**src/rtl/gcd_stein16.sv**
```systemverilog
// gcd_stein16 -- iterative binary (Stein) GCD engine.
//
// Each REDUCE iteration performs one subtract, then strips every factor of
// two from the difference in a single cycle via a trailing-zero counter.
//
// Ports:
//   clk_i    in   clock, rising edge
//   reset_i  in   synchronous active-high reset
//   a_i      in   operand A, sampled on input handshake
//   b_i      in   operand B, sampled on input handshake
//   valid_i  in   request valid
//   ready_o  out  engine idle and able to accept a request
//   gcd_o    out  result, meaningful while valid_o=1
//   valid_o  out  result valid
//   ready_i  in   consumer accepts result

// Trailing-zero counter: index of the lowest set bit of x.
// An all-zero input yields 0; callers never present one.
module gcd_stein16_tz #(
    parameter int W = 16
) (
    input  logic [W-1:0]         x,
    output logic [$clog2(W)-1:0] cnt
);
    localparam int CW = $clog2(W);

    // Scan from MSB down so the lowest set bit is the last one written.
    always_comb begin
        cnt = '0;
        for (int unsigned i = 0; i < W; i++) begin
            if (x[W-1-i]) cnt = CW'(W - 1 - i);
        end
    end
endmodule

module gcd_stein16 #(
    parameter int WIDTH = 16
) (
    input  logic             clk_i,
    input  logic             reset_i,
    input  logic [WIDTH-1:0] a_i,
    input  logic [WIDTH-1:0] b_i,
    input  logic             valid_i,
    output logic             ready_o,
    output logic [WIDTH-1:0] gcd_o,
    output logic             valid_o,
    input  logic             ready_i
);
    localparam int KW = $clog2(WIDTH);

    localparam logic [1:0] S_IDLE   = 2'd0;
    localparam logic [1:0] S_INIT   = 2'd1;
    localparam logic [1:0] S_REDUCE = 2'd2;
    localparam logic [1:0] S_DONE   = 2'd3;

    logic [1:0]       state;
    logic [WIDTH-1:0] a_r;
    logic [WIDTH-1:0] b_r;
    logic [KW-1:0]    k_r;
    logic [WIDTH-1:0] res_r;

    logic [WIDTH-1:0] diff;
    logic [WIDTH-1:0] min_ab;
    logic [WIDTH-1:0] tz_b_in;
    logic [KW-1:0]    tz_a;
    logic [KW-1:0]    tz_b;

    // Both operands are odd in REDUCE, so diff is even and nonzero
    // whenever a_r != b_r.
    always_comb begin
        diff   = (a_r > b_r) ? (a_r - b_r) : (b_r - a_r);
        min_ab = (a_r < b_r) ? a_r : b_r;
    end

    // Second counter is shared: b_r during INIT, the difference in REDUCE.
    assign tz_b_in = (state == S_INIT) ? b_r : diff;

    gcd_stein16_tz #(.W(WIDTH)) u_tz_a (
        .x   (a_r),
        .cnt (tz_a)
    );

    gcd_stein16_tz #(.W(WIDTH)) u_tz_b (
        .x   (tz_b_in),
        .cnt (tz_b)
    );

    always_ff @(posedge clk_i) begin
        if (reset_i) begin
            state <= S_IDLE;
            a_r   <= '0;
            b_r   <= '0;
            k_r   <= '0;
            res_r <= '0;
        end else begin
            case (state)
                S_IDLE: begin
                    if (valid_i) begin
                        a_r <= a_i;
                        b_r <= b_i;
                        if ((a_i == '0) || (b_i == '0)) begin
                            res_r <= a_i | b_i;
                            state <= S_DONE;
                        end else begin
                            state <= S_INIT;
                        end
                    end
                end
                S_INIT: begin
                    k_r   <= (tz_a < tz_b) ? tz_a : tz_b;
                    a_r   <= a_r >> tz_a;
                    b_r   <= b_r >> tz_b;
                    state <= S_REDUCE;
                end
                S_REDUCE: begin
                    if (a_r == b_r) begin
                        res_r <= a_r << k_r;
                        state <= S_DONE;
                    end else begin
                        a_r <= min_ab;
                        b_r <= diff >> tz_b;
                    end
                end
                default: begin
                    if (ready_i) state <= S_IDLE;
                end
            endcase
        end
    end

    assign ready_o = (state == S_IDLE) && !reset_i;
    assign valid_o = (state == S_DONE);
    assign gcd_o   = res_r;
endmodule

```
**config.mk**
```make
export PLATFORM = sky130hd
export DESIGN_NAME = gcd_stein16
export DESIGN_NICKNAME = d
export VERILOG_FILES = /design/src/rtl/gcd_stein16.sv
export SDC_FILE = /design/constraint.sdc
export NUM_CORES = 1
export LEC_CHECK = 0
export ABC_AREA = 1
export BUFFER_PORTS_ARGS = -buffer_cell sky130_fd_sc_hd__buf_4
export CAP_MARGIN = 10
export CORE_MARGIN = 2
export CORE_UTILIZATION = 50
export CTS_CLUSTER_DIAMETER = 80
export DETAILED_ROUTE_END_ITERATION = 16
export PLACE_DENSITY = 0.72
export SLEW_MARGIN = 0
export SYNTH_ARGS = -nofsm -noshare
export SYNTH_HDL_FRONTEND = slang
export SYNTH_HIERARCHICAL = 1
export SYNTH_SLANG_ARGS = --single-unit
```
**constraint.sdc**
```tcl
create_clock -name clk_i -period 10.8 [get_ports clk_i]
set_input_delay 0.54 -clock clk_i [delete_from_list [all_inputs] [get_ports clk_i]]
set_output_delay 0.54 -clock clk_i [all_outputs]
set_load 0.005 [all_outputs]
```
---- After elaboration in Yosys (flattened, before gate mapping) ----
Cells that the tools add are included.
cells by class
  add/sub/neg operators ................... 2
  multipliers ............................. 0
  div/mod/pow operators ................... 0
  magnitude comparators ................... 3
  eq/ne operators ......................... 9
  shift-type cells ........................ 4
  multiplexer cells ....................... 51
  bitwise gates (word level) .............. 1
  reduce and logical (&&, ||, !) cells .... 13
operators by type and width
  cell                                                  count
  2-to-1 mux 16 bit                                     10
  2-to-1 mux 4 bit                                      33
  one-hot mux 16 bit (3 select lines)                   2
  >> shifter 16 x 4 -> 16 bit                           3
  logical NOT 16 bit                                    2
  one-hot mux 16 bit (2 select lines)                   1
  subtractor 16 bit                                     2
  equality test 16 bit                                  1
  greater-than comparator 16 bit                        1
  < comparator 16 bit                                   1
  OR 16 bit                                             1
  left shift 16 x 4 -> 16 bit                           1
  inequality test 2 bit (second input constant)         5
  2-to-1 mux 2 bit                                      4
  AND reduction 4 bit                                   2
  one-hot mux 2 bit (3 select lines)                    1
  AND reduction 3 bit                                   2
  equality test 2 bit (second input constant)           2
  < comparator 4 bit                                    1
  nonzero test 4 bit                                    1
  nonzero test 3 bit                                    1
  equality test 2 x 1 -> 1 bit (second input constant)  1
  logical NOT 2 bit                                     1
  nonzero test 2 bit                                    1
  3 further kinds                                       3
storage, ports and cells
  register bits after elaboration ......... 54
  latch bits .............................. 0
  bits in writable memories ............... 0
  memory bits (read-only) ................. 0
  bits of input ports ..................... 36
  output and inout port bits .............. 18
  memories ................................ 0

---- Longest topological paths before layout ----
Gate-level depths: netlist (run 1).
  word-level depth ........................ 22
  mapped depth ............................ 42
  mapped depth without buffers ............ 38

---- Modules after synthesis ----
Netlist (run 1), hierarchy kept.
by module, submodules not included
  module          instances  cells an instance  area an instance (um2)  seq. area each (um2)
  gcd_stein16     1          1223               6899.1                  1081.0
  gcd_stein16_tz  2          46                 212.7                   0.0

---- Worst setup path before layout (run 1) ----
No wires, ideal clock.
  path kind ............................... flip-flop to flip-flop
  start ................................... register a_r[0]
  end ..................................... register k_r[1]
  setup time .............................. 0.116 ns
  arrival time ............................ 4.359 ns
  data required time ...................... 10.684 ns
  setup slack ............................. 6.325 ns
  cell stages (with the launch flop) ...... 33
  path buffers ............................ 3
  clock period less this slack ............ 4.475 ns
  cells stage by stage .................... dfxtp_1 inv_1 ha_1 fa_1 inv_1 nand3_1 nand2_1 nand2_1 nand2_1 nand2_2 a21oi_2 buf_6 nand2_1 a31oi_1 or2_1 nand3_1 nand3_1 nand3_1 nand3_1 a31oi_1 nor3_1 clkbuf_1 clkinv_1 buf_2 ha_1 o21ai_0 nand2_1 a31oi_1 inv_1 a21oi_1 o21ai_0 o211ai_1 inv_1
on the way
  elaborated cells on any way between the ends .. 24
  those cells by class .................... add/sub (2); order compare (2); mux (20)
RTL lines
  item                                                                 line  source
  start, declared                                                      57    logic [WIDTH-1:0] a_r;
  start signal, assigned                                               99    a_r <= a_i;
  start signal, assigned                                               111   a_r <= a_r >> tz_a;
  start signal, assigned                                               120   a_r <= min_ab;
  subtractor 16 bit or greater-than comparator 16 bit (tied branches)  71    diff = (a_r > b_r) ? (a_r - b_r) : (b_r - a_r);
  2-to-1 mux 16 bit *                                                  71
  2-to-1 mux 16 bit *                                                  76    assign tz_b_in = (state == S_INIT) ? b_r : diff;
  net tz_b_in[14]                                                      64    logic [WIDTH-1:0] tz_b_in;
  2-to-1 mux 4 bit * (15 in a row)                                     31    if (x[W-1-i]) cnt = CW'(W - 1 - i);
  net tz_b[1]                                                          66    logic [KW-1:0] tz_b;
  < comparator 4 bit                                                   110   k_r <= (tz_a < tz_b) ? tz_a : tz_b;
  2-to-1 mux 4 bit *                                                   110
  end signal, assigned                                                 110
  end, declared                                                        59    logic [KW-1:0] k_r;
Mark *: on every way through the listed nets, which the timed path passes. The rest lies on a longest branch.
A chain may end at the register's enable or synchronous reset.

---- Final worst setup path (run 1) ----
  start ................................... register a_r[0]
  end ..................................... register k_r[1]
on the way
  word-level cells in the longest chain between the ends .. 21
  elaborated cells on any way between the ends .. 24
  those cells by class .................... add/sub (2); order compare (2); mux (20)
ends and longest elaborated chain
  item                                                                 line
  subtractor 16 bit or greater-than comparator 16 bit (tied branches)  71
  2-to-1 mux 16 bit *                                                  71
  2-to-1 mux 16 bit *                                                  76
  net tz_b_in[15]                                                      64
  2-to-1 mux 4 bit * (16 in a row)                                     31
  net tz_b[0]                                                          66
  < comparator 4 bit *                                                 110
  2-to-1 mux 4 bit *                                                   110
Marked as above.

==> results.rst, run 1 <==
.. list-table::
   :header-rows: 1

   * - Metric
     - Value
   * - Worst-Skew Late Latency
     - 300 ps
   * - Drt initial violations
     - 1218
   * - Hold worst-path end
     - gcd_o[11]
   * - Fraction of the yosys area taken by sequential cells
     - 14.8%
   * - Total number of vias
     - 9097
   * - Unrepaired setup endpoints after global routing
     - false
   * - Register Area
     - 1080 um^2
   * - Detailed-routing iteration count for the pre-antenna-repair pass
     - 7
   * - #FFs+latches synth
     - 54
   * - Most numerous cell in the Yosys netlist
     - nand2_1
   * - CTS H-Tree Depth
     - 2
   * - Number of placed I/O pins
     - 54
   * - Worst path required time
     - 11000 ps
   * - Met3 Routed Length
     - 2920 um
   * - Critical path fanouts, max
     - 18
   * - Maximum clock skew at final layout
     - 7.61 ps
   * - Initial Utilization
     - 50.8%
   * - Post-Synthesis Cells
     - 1315
   * - Cell area after synthesis
     - 7320 um^2
   * - TritonCTS Sinks
     - 54
   * - Largest buffer count on any clock path
     - 2
   * - Global-route total usage across every layer
     - 35.4%
   * - Most common flop cell mapped by yosys
     - dfxtp_1
   * - Setup slack after placement
     - 5260 ps
   * - Critical setup path kind
     - reg2reg
   * - Pin count of the biggest net entering global routing
     - 37
   * - Number of global-route vias before repair
     - 8120
   * - Root cell of the clock tree
     - clkbuf_16
   * - Number of cells on the worst hold path
     - 1
   * - Met1 wire length
     - 11600 um
   * - Worst reg2reg endpoint
     - k_r[1]
   * - Met2 wire len
     - 12200 um
   * - Number of post-CTS setup repair buffers
     - 0
   * - Slowest CP cell
     - a21oi_2
   * - TritonCTS buffer count
     - 5
   * - Max-slew violation count
     - 0
   * - Die outline width
     - 125 um
   * - Data arrival at the endpoint of the critical path
     - 5910 ps
   * - Layout Area Growth over Synthesis
     - 8.06%
   * - Startpoint class of the critical path
     - flip-flop
   * - Most frequent CP cell
     - nand2_1
   * - Hold Crit Start
     - gcd_o[11]
   * - Final Critical Period
     - 5710 ps
   * - Rows
     - 44
   * - Grt total ovfl
     - 0
   * - Top layer in use
     - met4
   * - IO buf count
     - 53
   * - Actual slew at the worst max-slew pin
     - 1050 ps
   * - Fraction of synthesized cell area taken by the top area cell type
     - 20.2%
   * - R2R setup slack
     - 5090 ps
   * - Fraction of final layout cells with drive strength greater than 1
     - 8.86%
   * - Wire length per cell after detailed routing
     - 19.0 um
   * - Run status
     - complete, no violations
   * - Worst slew margin relative to its limit
     - 29.6%
   * - Die Outline Area
     - 15600 um^2
   * - Number of hold violations in the final report
     - 0
   * - Initial antenna violation count
     - 0
   * - Final setup slack of the worst path
     - 5090 ps
   * - Maximum clock rate
     - 175 MHz
   * - Count of flip-flops with a built-in enable after synthesis
     - 0
   * - Core area
     - 14400 um^2
   * - Category of the worst setup path capture point
     - flip-flop
   * - Reg2Reg Depth
     - 35
   * - Number of buffers added to fix hold violations after cts
     - 0
   * - Post-cts gate resize count
     - 0
   * - Path class of the lowest-slack min-delay path
     - reg2reg
   * - Post-CTS clock slew at the launch and capture registers of the worst setup and hold paths
     - 80 ps
   * - Maximum single-stage delay on the critical path
     - 660 ps
   * - Wire length of the first global-routing pass
     - 44200 um
   * - Final routed wirelength across all metal layers
     - 28600 um
   * - Synth Warn #
     - 6
   * - Final-layout setup total negative slack
     - 0 ps
   * - Portion of the clock cycle consumed by the worst path in the final layout
     - 52.9%
   * - Critical R2R Launch
     - a_r[0]
   * - Leading area contributor after synthesis
     - nand2_1
   * - Placed wire-length estimate after detailed placement
     - 22500 um
   * - Filler instances
     - 1565
   * - Count of cell types in the netlist
     - 52
   * - DRC errors left
     - 0
   * - Cell types with the largest area share after synthesis
     - nand2_1 20%, dfxtp_1 15%, nand3_1 10%, o21ai_0 9.0%, inv_1 8.5%
   * - Post-Synthesis Mean Instance Area
     - 5.57 um^2
   * - Number of nets produced by synthesis
     - 1392
   * - Vertical extent of the die
     - 125 um
   * - Top cell types by occurrence after synthesis
     - 394 x nand2_1, 166 x inv_1, 149 x nand3_1
   * - Count of endpoints failing setup in the final report
     - 0
   * - Weighted congestion reported at the end of routability-driven placement
     - 1.03
   * - Area occupied by multi-input gates
     - 5260 um^2
   * - Fraction of synthesis flops using an asynchronous set or reset pin
     - 0%
   * - Max capacitance violation total
     - 0
   * - Final ANT Viol Nets
     - 0
   * - Post-DR vias/cell
     - 6.04
   * - CTS tree
     - yes
   * - Number of nets in the layout
     - 1398
## layout by cell type (no fill, tap or decap), types with 3 or more instances in the layout
cell,count
nand2_1,394
inv_1,166
nand3_1,149
o21ai_0,132
nor2_1,69
buf_4,63
dfxtp_1,54
a21oi_1,49
ha_1,39
a31oi_1,25
nand4_1,19
o211ai_1,17
nand2_2,15
nor4_1,11
o21ai_1,9
mux2i_1,8
nor3_1,7
a221oi_1,7
inv_2,7
nand3_2,6
a21oi_2,6
a41oi_1,6
xor2_1,6
clkinv_1,5
a211oi_1,5
clkbuf_16,5
nor2_4,4
and2_1,4
a22oi_1,4
o2111ai_1,3
## layout make-up
cell class,count,area share (%)
antenna,1,0.0316
multi-input combinational,1017,66.5
tap,184,2.91
sequential,54,13.7
timing repair buffer,63,5.98
clock buffer,5,1.58
inverter,180,8.88
clock inverter,2,0.490
## how the worst max path moves through the flow
stage / from / end / cells after the start
2_1_floorplan: a_r[0] / k_r[1] / 32
3_3_place_gp: a_r[0] / k_r[1] / 35
3_5_place_dp: a_r[0] / k_r[1] / 35
4_1_cts: a_r[0] / k_r[1] / 35
5_1_grt: a_r[0] / k_r[1] / 35
6_report: a_r[0] / k_r[1] / 35
## layer usage
metal  up-vias  GRT usage, %
met1      4062          46.4
met4         0          18.8
met5         -             0
met3       123          5.86
met2       546          55.8
li1       4366             -
## metrics by stage
stage | instance area [um^2] | cells | util (%) | hold WS (ps)
6_report | 7920 | 1506 | 54.9 | 512
5_1_grt | 7910 | 1505 | 54.9 | 554
4_1_cts | 7910 | 1505 | 54.9 | 516
3_5_place_dp | 7750 | 1498 | 53.7 | 491
3_3_place_gp | 7750 | 1498 | 53.7 | 491
2_1_floorplan | 7320 | 1315 | - | 471
## registers in the layout, summed over array words and instances, names as in the netlist
name   cells
a_r       16
b_r       16
state      2
k_r        4
gcd_o     16
## worst max-delay path, delay by kind of cell (launching register included)
kind | cells | cell delay (ps)
adders and majority gates | 2 | 670
DFF | 1 | 510
buffers and inverters | 5 | 850
and+or+nand+nor | 20 | 1410
AOI/OAI and AO/OA | 8 | 2160
## kinds of logic after synthesis
kind of cell,after synthesis,share of synthesized area [%]
adders and majority gates,41,7.21
AOI/OAI and AO/OA,271,21.3
DFF,54,14.8
xor gates and xnor gates,8,0.957
buffers and inverters,244,13.5
muxes,8,1.09
and+or+nand+nor,689,41.2
Power of run 1 is left out: the tool's default activity adds up to more than one toggle a clock period on the data nets, which glitch-free logic cannot reach.
==> run 2: changes to the inputs <==
==> constraint.sdc (replaced) <==
create_clock -name clk_i -period 5.43 [get_ports clk_i]
set_input_delay 0.2715 -clock clk_i [delete_from_list [all_inputs] [get_ports clk_i]]
set_output_delay 0.2715 -clock clk_i [all_outputs]
set_load 0.005 [all_outputs]
==> run 2 against run 1 <==
Compared with the run above:
- highest routed layer unchanged
- critical path depth fell by 9
- register-to-register slack got worse by 4600 ps
- cell area up 1.3%
- utilization is 0.71 points higher
- routed wire length rose by 7.1%
==> results.rst, run 2 (synthesis gave the netlist of run 1 again) <==
.. list-table::
   :header-rows: 1

   * - Metric
     - Value
   * - Hold worst-path end
     - b_r[12]
   * - Most frequent CP cell
     - inv_1
   * - Initial Utilization
     - 50.8% (unchanged)
   * - Critical path fanouts, max
     - 12 (-6)
   * - Number of buffers added to fix hold violations after cts
     - 0 (unchanged)
   * - Final ANT Viol Nets
     - 0 (unchanged)
   * - IO buf count
     - 53 (unchanged)
   * - Largest buffer count on any clock path
     - 2 (unchanged)
   * - Vertical extent of the die
     - 125 um (unchanged)
   * - Slowest CP cell
     - dfxtp_1
   * - Layout Utilization
     - 55.6% (+0.71 points)
   * - Number of post-CTS setup repair buffers
     - 0 (unchanged)
   * - CTS tree
     - yes
   * - Max-slew violation count
     - 0 (unchanged)
   * - Grt total ovfl
     - 0 (unchanged)
   * - Final-layout setup total negative slack
     - 0 ps (unchanged)
   * - Detailed-routing iteration count for the pre-antenna-repair pass
     - 6 (-1)
   * - Unrepaired setup endpoints after global routing
     - false
   * - Number of cells on the worst hold path
     - 3 (+2)
   * - Max capacitance violation total
     - 0 (unchanged)
   * - Top library cells by usage in the layout, fill and taps aside
     - 394 x nand2_1, 166 x inv_1, 149 x nand3_1, 132 x o21ai_0, 79 x buf_4
   * - Maximum single-stage delay on the critical path
     - 500 ps (-160 ps)
   * - Initial antenna violation count
     - 0 (unchanged)
   * - Buf+Inv Stages, Crit Path
     - 7 (+2)
   * - DRC errors left
     - 0 (unchanged)
   * - Data arrival at the endpoint of the critical path
     - 5140 ps (-770 ps)
   * - Worst path required time
     - 5640 ps (-5360 ps)
   * - CTS H-Tree Depth
     - 2 (unchanged)
   * - Global-route total usage across every layer
     - 38.7% (+3.3 points)
   * - Path class of the lowest-slack min-delay path
     - in2reg
   * - Fraction of final layout cells with drive strength greater than 1
     - 10.0% (+1.2 points)
   * - Maximum clock rate
     - 203 MHz (+16%)
   * - Post-DR vias/cell
     - 6.04 (about the same)
   * - Reg2Reg Depth
     - 26 (-26%)
   * - Top cell family by delay on the critical path
     - simple AND/OR/NAND/NOR gates
   * - Root cell of the clock tree
     - clkbuf_16
   * - Wire length per cell after detailed routing
     - 20.2 um (+6.1%)
   * - Layout Area Growth over Synthesis
     - 9.46%
   * - Core area
     - 14400 um^2 (unchanged)
   * - Wire length of the first global-routing pass
     - 47700 um (+8.0%)
   * - Total number of vias
     - 9181 (+0.92%)
   * - Hold Crit Start
     - b_i[12]
   * - Category of the worst setup path capture point
     - flip-flop
   * - Number of hold violations in the final report
     - 0 (unchanged)
   * - Number of nets in the layout
     - 1414 (+1.1%)
   * - Post-cts gate resize count
     - 0 (unchanged)
   * - TritonCTS buffer count
     - 5 (unchanged)
   * - Post-CTS clock slew at the launch and capture registers of the worst setup and hold paths
     - 80 ps (about the same)
   * - Worst-Skew Late Latency
     - 310 ps (about the same)
   * - Count of endpoints failing setup in the final report
     - 0 (unchanged)
   * - Critical R2R Launch
     - a_r[1]
   * - Final Critical Period
     - 4930 ps (-780 ps)
   * - R2R setup slack
     - 500 ps (-4590 ps)
   * - Number of placed I/O pins
     - 54 (unchanged)
   * - Actual slew at the worst max-slew pin
     - 1100 ps (+49.3 ps)
   * - Weighted congestion reported at the end of routability-driven placement
     - 1.04 (+1.5%)
   * - Placed wire-length estimate after detailed placement
     - 24700 um (+9.5%)
   * - Maximum clock skew at final layout
     - 12.1 ps (+4.51 ps)
   * - Final routed wirelength across all metal layers
     - 30700 um (+7.1%)
   * - Pin count of the biggest net entering global routing
     - 33 (-11%)
   * - Die outline width
     - 125 um (unchanged)
   * - Number of global-route vias before repair
     - 8406 (+3.5%)
   * - TritonCTS Sinks
     - 54 (unchanged)
   * - Startpoint class of the critical path
     - flip-flop
   * - Antenna Cells
     - 0 (-1)
   * - Worst reg2reg endpoint
     - k_r[2]
   * - Die Outline Area
     - 15600 um^2 (unchanged)
   * - Run status
     - complete, no violations
   * - Leading cell type in the layout, fill and taps excluded
     - nand2_1
   * - Worst slew margin relative to its limit
     - 26.3% (-3.3 points)
   * - Portion of the clock cycle consumed by the worst path in the final layout
     - 90.8% (+38 points)
   * - Rows
     - 44 (unchanged)
   * - Drt initial violations
     - 1184 (-2.8%)
   * - Critical setup path kind
     - reg2reg
==> run 2: changes by cell type in the layout (fill, tap and decap cells not counted), sizes merged <==
cell / change
buf: +16
diode: -1
inv: +1
bufinv: -1
==> run 2: worst reg2reg max path: stages, from the launching register on <==
cell and delay [ps]:
dfxtp_1 500, inv_1 190, fa_1 480, inv_1 140
nand3_1 90, nand2_1 140, nand2_1 90, nand2_1 120
nand2_2 120, a21oi_4 370, nand2_1 100, o21ai_1 120
o21ai_0 100, inv_1 100, nand2_1 70, or3_1 340
nor2_2 280, inv_1 170, ha_1 330, a21oi_1 250
inv_1 70, a31oi_1 140, inv_1 110, a21oi_1 130
o21ai_0 120, o211ai_1 100, inv_1 60
==> run 2: worst max path at each step <==
stage | from | to | slack (ps) | cells past startpoint
after detailed placement | a_r[1] | k_r[1] | 350 | 26
after CTS | a_r[1] | k_r[2] | 320 | 26
after global placement | a_r[1] | k_r[1] | 600 | 26
after global routing | a_r[1] | k_r[2] | 30 | 34
after floorplan | a_r[0] | k_r[1] | 950 | 32
final | a_r[1] | k_r[2] | 500 | 26
==> run 2: final cells by class <==
class                           count  area, um^2
Clock inverter                      2        13.8
Inverter                          180         703
Multi-Input combinational cell   1017        5270
Fill cell                        1596        6410
Timing Repair Buffer               79         593
Tap cell                          184         230
Clock buffer                        5         125
Sequential cell                    54        1080
==> run 2: per-stage QoR <==
step	cells	worst slack (ps)	hold slack [ps]	cell area [um^2]
after global routing	1521	31.7	331	8020
after global placement	1514	604	488	7870
after floorplan	1315	955	469	7320
final	1521	501	303	8020
after CTS	1521	323	300	8010
after detailed placement	1514	355	490	7870
==> run 2: routing by layer <==
layer | vias to the layer above | track usage, % | part of all wire [%]
met4 | 0 | 21.6 | 6.5
met3 | 122 | 5.09 | 9.5
li1 | 4393 | - | -
met1 | 4100 | 50.0 | 40
met2 | 566 | 62.4 | 44
met5 | - | 0 | 0
Power of run 2 is left out for the same reason.
==> run 3: changes to the inputs <==
--- a/config.mk
+++ b/config.mk
@@ -12,7 +12,7 @@
 export CORE_UTILIZATION = 50
 export CTS_CLUSTER_DIAMETER = 80
 export DETAILED_ROUTE_END_ITERATION = 16
-export PLACE_DENSITY = 0.72
+export PLACE_DENSITY = 0.75
 export SLEW_MARGIN = 0
 export SYNTH_ARGS = -nofsm -noshare
 export SYNTH_HDL_FRONTEND = slang
==> constraint.sdc (replaced) <==
create_clock -name clk_i -period 4.4 [get_ports clk_i]
set_input_delay 0.22 -clock clk_i [delete_from_list [all_inputs] [get_ports clk_i]]
set_output_delay 0.22 -clock clk_i [all_outputs]
set_load 0.005 [all_outputs]
==> run 3 against run 2 <==
Compared with the run above:
- clock skew shrank 3.8 ps
- worst hold slack got worse by 50 ps
- first-iteration DRC count down 7.0%
- cell area increased by 4.3%
- sequential share of layout area fell by 0.51 points
- cell count grew 1.8%
- critical endpoint unchanged
==> results.rst, run 3 (synthesis gave the netlist of run 1 again) <==
.. list-table::
   :header-rows: 1

   * - Metric
     - Value
   * - Run status
     - complete, no violations
   * - Category of the worst setup path capture point
     - flip-flop
   * - Critical R2R Launch
     - a_r[0]
   * - Capturing instance or port of the critical path
     - k_r[2]
   * - Number of global-route vias before repair
     - 8339 (-0.80%)
   * - Weighted congestion reported at the end of routability-driven placement
     - 1.05 (+0.61%)
   * - Number of placed I/O pins
     - 54 (unchanged)
   * - Hold Crit Start
     - b_i[13]
   * - Final routed wirelength across all metal layers
     - 30100 um (-1.7%)
   * - Post-DR vias/cell
     - 6.02 (-0.33%)
   * - Initial Utilization
     - 50.8% (unchanged)
   * - Final ANT Viol Nets
     - 0 (unchanged)
   * - Placed cells
     - 1538 (+1.6%)
   * - Layout Area Growth over Synthesis
     - 14.2%
   * - Final Critical Period
     - 4130 ps (-794 ps)
   * - Drt initial violations
     - 1101 (-7.0%)
   * - Maximum clock skew at final layout
     - 8.35 ps (-3.76 ps)
   * - Portion of the clock cycle consumed by the worst path in the final layout
     - 94.0% (+3.2 points)
   * - Number of nets in the layout
     - 1441 (+1.9%)
   * - Setup slack after placement
     - 156 ps (-199 ps)
   * - Global-route total usage across every layer
     - 37.6% (-1.1 points)
   * - Data arrival at the endpoint of the critical path
     - 4330 ps (-810 ps)
   * - Largest buffer count on any clock path
     - 2 (unchanged)
   * - Final setup slack of the worst path
     - 265 ps (-236 ps)
   * - TritonCTS buffer count
     - 5 (unchanged)
   * - Unrepaired setup endpoints after global routing
     - true
   * - Layout Utilization
     - 58.0% (+2.4 points)
   * - Vertical extent of the die
     - 125 um (unchanged)
   * - Die outline width
     - 125 um (unchanged)
   * - Post-CTS clock slew at the launch and capture registers of the worst setup and hold paths
     - 80 ps (about the same)
   * - Leading cell type in the layout, fill and taps excluded
     - nand2_1
   * - Placed wire-length estimate after detailed placement
     - 24100 um (-2.2%)
   * - Count of endpoints failing setup in the final report
     - 0 (unchanged)
   * - Rows
     - 44 (unchanged)
   * - Initial antenna violation count
     - 0 (unchanged)
   * - Critical setup path kind
     - reg2reg
   * - Startpoint class of the critical path
     - flip-flop
   * - Top library cells by usage in the layout, fill and taps aside
     - 393 x nand2_1, 166 x inv_1, 147 x nand3_1, 130 x o21ai_0, 102 x buf_4
   * - IO buf count
     - 53 (unchanged)
   * - Max capacitance violation total
     - 0 (unchanged)
   * - Filler instances
     - 1527 (-4.3%)
   * - Worst slew margin relative to its limit
     - 35.3% (+9.0 points)
   * - CTS H-Tree Depth
     - 2 (unchanged)
   * - Maximum clock rate
     - 242 MHz (+19%)
   * - Actual slew at the worst max-slew pin
     - 969 ps (-132 ps)
   * - Reg2Reg Depth
     - 27 (+3.8%)
   * - Number of hold violations in the final report
     - 0 (unchanged)
   * - DRC errors left
     - 0 (unchanged)
   * - R2R setup slack
     - 270 ps (-240 ps)
   * - CTS tree
     - yes
   * - Worst reg2reg endpoint
     - k_r[2]
   * - Antenna Cells
     - 0 (unchanged)
   * - Number of buffers added to fix hold violations after cts
     - 0 (unchanged)
   * - Grt total ovfl
     - 0 (unchanged)
   * - Worst path required time
     - 4600 ps (-1040 ps)
   * - Wire length per cell after detailed routing
     - 19.5 um (-3.5%)
   * - Critical path origin
     - a_r[0]
   * - Total number of vias
     - 9319 (+1.5%)
   * - Path class of the lowest-slack min-delay path
     - in2reg
   * - Slowest CP cell
     - or3_1
   * - TritonCTS Sinks
     - 54 (unchanged)
   * - Pin count of the biggest net entering global routing
     - 41 (+24%)
   * - Wire length of the first global-routing pass
     - 46700 um (-2.1%)
   * - Core area
     - 14400 um^2 (unchanged)
   * - Fraction of final layout cells with drive strength greater than 1
     - 14.1% (+4.1 points)
   * - Die Outline Area
     - 15600 um^2 (unchanged)
   * - Detailed-routing iteration count for the pre-antenna-repair pass
     - 5 (-1)
   * - Post-route insts no fill
     - 1549 (+1.8%)
   * - Root cell of the clock tree
     - clkbuf_16
   * - Most frequent CP cell
     - inv_1
   * - Maximum single-stage delay on the critical path
     - 430 ps (-70 ps)
   * - Worst-Skew Late Latency
     - 310 ps (about the same)
   * - Critical path fanouts, max
     - 7 (-5)
   * - Max-slew violation count
     - 0 (unchanged)
==> run 3: changes by cell type in the layout (fill, tap and decap cells not counted), sizes merged <==
cell  previous run  this run
buf             79       106
inv            174       175
==> run 3: final cells by class <==
class	instances	area, um^2	share of cell area [%]
Timing Repair Buffer	106	805	9.62
Sequential cell	54	1080	13.0
Clock buffer	5	125	1.50
Tap cell	184	230	2.75
Inverter	180	704	8.42
Clock inverter	3	26.3	0.314
Multi-Input combinational cell	1017	5390	64.4
==> run 3: repair_timing <==
action / in CTS / in global routing
setup buffers: 0 / 3
setup endpoints to repair: 0 / 17
gates resized for setup: 0 / 38
==> run 3: critical path, delay by kind of cell, from the launching register on <==
| family | cells | cell delay [ps] |
|---|---|---|
| fa+ha+maj | 3 | 870 |
| flops | 1 | 340 |
| compound gates | 7 | 950 |
| simple gates | 9 | 1150 |
| buf+inv | 8 | 720 |
==> run 3: layer usage <==
layer,up-vias,global-route usage [%],routed length (um)
met5,-,0,0
met4,0,19.5,1960
met3,120,5.99,2940
met2,544,60.2,13400
met1,4205,48.7,11900
li1,4450,-,-
==> run 3: how the worst min path moves through the flow <==
stage	to	slack, ps	depth (start not counted)
6_report	b_r[13]	250	3
3_3_place_gp	gcd_o[11]	490	1
3_5_place_dp	gcd_o[11]	490	1
2_1_floorplan	b_r[10]	420	2
4_1_cts	state[0]	250	4
5_1_grt	b_r[12]	270	3
==> run 3: stage by stage <==
| step | hold WS [ps] | cell area, um^2 | setup TNS, ps |
|---|---|---|---|
| after floorplan | 418 | 7330 | 0 |
| after global placement | 487 | 8050 | 0 |
| after detailed placement | 493 | 8050 | 0 |
| after CTS | 251 | 8200 | 0 |
| after global routing | 268 | 8360 | -165 |
| final | 254 | 8360 | 0 |
Power of run 3 is left out for the same reason.
